--- src/rtl/full_adder.sv ---
// Ripple-carry adder of WIDTH full-adder slices: {cout, sum} = a + b + cin.
// Latency: 1 cycle when REG_OUT=1, 0 cycles (combinational) when REG_OUT=0.
// No backpressure: accepts a new operand set on every in_valid cycle, never stalls.
module full_adder #(
    parameter int WIDTH   = 1,
    parameter bit REG_OUT = 1'b1
) (
    input  logic             clk,
    input  logic             rst,
    input  logic             in_valid,
    input  logic             cin,
    input  logic [WIDTH-1:0] a,
    input  logic [WIDTH-1:0] b,
    output logic [WIDTH-1:0] sum,
    output logic             cout,
    output logic             out_valid
);

    logic [WIDTH:0]   carry;
    logic [WIDTH-1:0] sum_comb;

    assign carry[0] = cin;

    for (genvar i = 0; i < WIDTH; i++) begin : g_slice
        assign sum_comb[i]  = a[i] ^ b[i] ^ carry[i];
        assign carry[i+1]   = (a[i] & b[i]) | (a[i] & carry[i]) | (b[i] & carry[i]);
    end

    if (REG_OUT) begin : g_reg
        // Result registers only load on in_valid, so idle-cycle garbage never reaches them.
        always_ff @(posedge clk) begin
            if (rst) begin
                sum       <= '0;
                cout      <= 1'b0;
                out_valid <= 1'b0;
            end else begin
                out_valid <= in_valid;
                if (in_valid) begin
                    sum  <= sum_comb;
                    cout <= carry[WIDTH];
                end
            end
        end
    end else begin : g_comb
        logic unused_clk_rst;
        assign unused_clk_rst = clk ^ rst;
        assign sum            = sum_comb;
        assign cout           = carry[WIDTH];
        assign out_valid      = in_valid;
    end

endmodule

--- config.mk ---
export PLATFORM = sky130hd
export DESIGN_NAME = full_adder
export DESIGN_NICKNAME = d
export VERILOG_FILES = /design/src/rtl/full_adder.sv
export SDC_FILE = /design/constraint.sdc
export NUM_CORES = 1
export LEC_CHECK = 0
export CORE_AREA = 2 2 39 41
export CTS_CLUSTER_DIAMETER = 30
export DETAILED_ROUTE_END_ITERATION = 6
export DIE_AREA = 0 0 41 43
export GPL_ROUTABILITY_DRIVEN = 0
export RECOVER_POWER = 50
export SYNTH_ARGS = -nofsm -noshare
export SYNTH_HDL_FRONTEND = slang
export SYNTH_SLANG_ARGS = --single-unit
--- constraint.sdc ---
create_clock -name clk -period 0.9 [get_ports clk]
set_input_delay 0.225 -clock clk [delete_from_list [all_inputs] [get_ports clk]]
set_output_delay 0.225 -clock clk [all_outputs]
set_load 0.03 [all_outputs]
==> out/summary.md <==
* DRC violations left: 0
* number of hold-repair buffers added at the cts stage: 0
* most frequent cells in the layout: sky130_fd_sc_hd__clkbuf_4, sky130_fd_sc_hd__dfxtp_2, sky130_fd_sc_hd__buf_2, sky130_fd_sc_hd__buf_6
* grt total ovfl: 0
* antenna diode count: 0
* total design power: 0.472 mW
* final number of setup-violating endpoints: 2
* first-pass GRT wire length: 448 um
* number of nets in the layout: 29
* synthesized area per cell: 12.7 um2
* setup TNS after final layout: -0.0320 ns
* transition time of the tightest slew-check pin: 0.118 ns
* start of the worst register-to-register path: sum
* total of warnings raised by yosys: 0
* Total GRT Usage: 0.0502
* capturing point of the worst reg2reg path: sum
* sequential share of the synthesized area: 0.527
* GR met3 Demand/Resource: 0.0942
* root buffer selected by CTS: sky130_fd_sc_hd__clkbuf_4
* Data required, critical path: 0.67 ns
* Tmin final: 0.919 ns
* Critical Path, Cell by Cell: buf_6
* placeable core area: 0.00138 mm2
* placement row count: 14
* total I/O pin count: 9
* effective utilization at floorplan: 0.0823
* reg-to-reg slack, setup: 0.30 ns
* number of buffers created by CTS: 3
* min-delay worst type: in2reg
* number of DRC markers in iteration 0: 3
* static leakage: 0.112 nW
* die area: 0.00176 mm2
* CP Class: reg2out
* cell count of the worst hold path: 2
* number of setup buffers added after CTS: 0
* max-capacitance violation count: 0
* utilization of the core after routing: 0.172
* post-route design area: 238 um2
* post-placement cell area: 209 um2
* CTS H-tree lvls: 1
* post-synthesis cell type with the largest combined area: sky130_fd_sc_hd__dfxtp_1
* worst setup margin: -0.0189 ns
* total count of max-transition violations in the final report: 0
* vertical die dimension: 43 um
* run status: complete, but fails checks
* hold violation count in the final report: 0
* number of antenna violations at the first check in global routing: 0
* clock tree from TritonCTS: yes
* cell area after synthesis: 114 um2
* clock buffer depth: 2
* final worst-path cycle share: 1.02
* vias in the first global route: 116
* total routed wirelength: 287 um
* worst reg-to-reg path cell count: 2
* post-synthesis cell type count: 5
* delay of the slowest cell on the worst path: 0.33 ns
* top area cells in the synthesized netlist: sky130_fd_sc_hd__dfxtp_1, sky130_fd_sc_hd__fa_1, sky130_fd_sc_hd__mux2i_1
* DR vias: 109
* worst hold slack: 0.323 ns
* Worst Path Buf+Inv: 1
* fraction of final layout cells with drive strength greater than 1: 0.619
* most utilized layer in the global route result: met3
* CTS clock-pin slew for the worst setup and hold paths: 0.04 ns
* failing checks: negative setup slack
* post-detailed-route wirelength per cell: 7.76 um
* CTS sink count: 3
* Max IR drop VDD: 0.561 mV
* FMAX: 1.09 GHz
* skew final: 0 ns
* capture endpoint of the worst hold path: out_valid
* relative slew slack: 0.919
* origin of the worst min-delay path: in_valid
* PwrDens: 1990 mW/mm2
* count of antenna-violating nets left after detailed routing: 0
* met2 Usage GRT: 0.0375
* met1 layer usage reported by global route: 0.0547
* number of flip-flops and latches in the synthesized netlist: 3
* DR vias/cell: 2.95
* Post-Synthesis Net Count: 16
* latest clock arrival within the worst-skew pair: 0.24 ns
* arrival time at the worst endpoint: 0.69 ns
* Post-Syn Instances: 9
* RSZ-0062 raised after global routing: yes
* kind of launch point of the worst setup path: register
* pin count of the biggest net entering global routing: 4
* buffers added on ports: 8
* Die Wd: 41 um
* Top Family by Delay on Critical Path: flip-flops
* kind of end point of the critical path: output port
* maximum fanout along the worst path: 2
* number of detailed-routing iterations run before antenna repair: 2
* Yosys top cell area share: 0.527
* Critical-path top delay cell: sky130_fd_sc_hd__dfxtp_2
* relative area change from synthesis to final layout: 109%
## kinds of logic after synthesis
kind of cell  Yosys count  synth area share
flops                   3             0.527
mux                     2             0.176
simple gates            3             0.121
fa+ha+maj               1             0.176
## cells in the mapped netlist
cell / number
sky130_fd_sc_hd__dfxtp_1: 3
sky130_fd_sc_hd__fa_1: 1
sky130_fd_sc_hd__mux2i_1: 2
sky130_fd_sc_hd__nor2_1: 2
sky130_fd_sc_hd__nor2b_1: 1
## final cells by class
cell class / count / area (um2)
fillers: 155 / 1150
repair buffers: 8 / 71.3
flip-flops and latches: 3 / 63.8
multi-input cells: 6 / 56.3
clock buffers: 4 / 26.3
well taps: 16 / 20.0
## stage by stage
| step | worst slack, ns | std cells |
|---|---|---|
| final | -0.0189 | 37 |
| after global routing | -0.0594 | 37 |
| after CTS | -0.0350 | 37 |
| after detailed placement | -0.569 | 33 |
| after global placement | -0.541 | 33 |
| after floorplan | -0.0599 | 9 |
## sequential cells by signal (all words and copies together) (netlist names)
signal,count
cout,1
out_valid,1
sum,1
## worst register-to-register path: cells and delay by family (launching register included)
family	cells	cell delay (ns)
DFF	1	0.32
muxes	1	0.12
and+or+nand+nor	1	0.05
## report_power, final
part	total [mW]	switching, mW	leakage, nW	internal (mW)
sequential	0.152	0.00643	0.0258	0.145
clock	0.241	0.0746	0.0150	0.166
combinational	0.0794	0.0384	0.0712	0.0411
## what timing repair did
action	in CTS	in global routing
endpoints found under the setup margin	5	4
hold endpoints to repair	0	0
resized for setup	18	1
pin swaps	2	1
## routing by layer
layer	share of wire	wire length, um
met5	0	0
met4	0	0
met2	0.25	73
met3	0.26	76
met1	0.48	137
## worst max-delay path by stage
stage / cells past startpoint / to / startpoint
floorplan: 3 / sum / a
global placement: 4 / sum / b
detailed placement: 4 / sum / b
CTS: 1 / sum / sum
global route: 1 / sum / sum
finish: 1 / sum / sum
No activity file was read; power rests on OpenSTA's default activity.
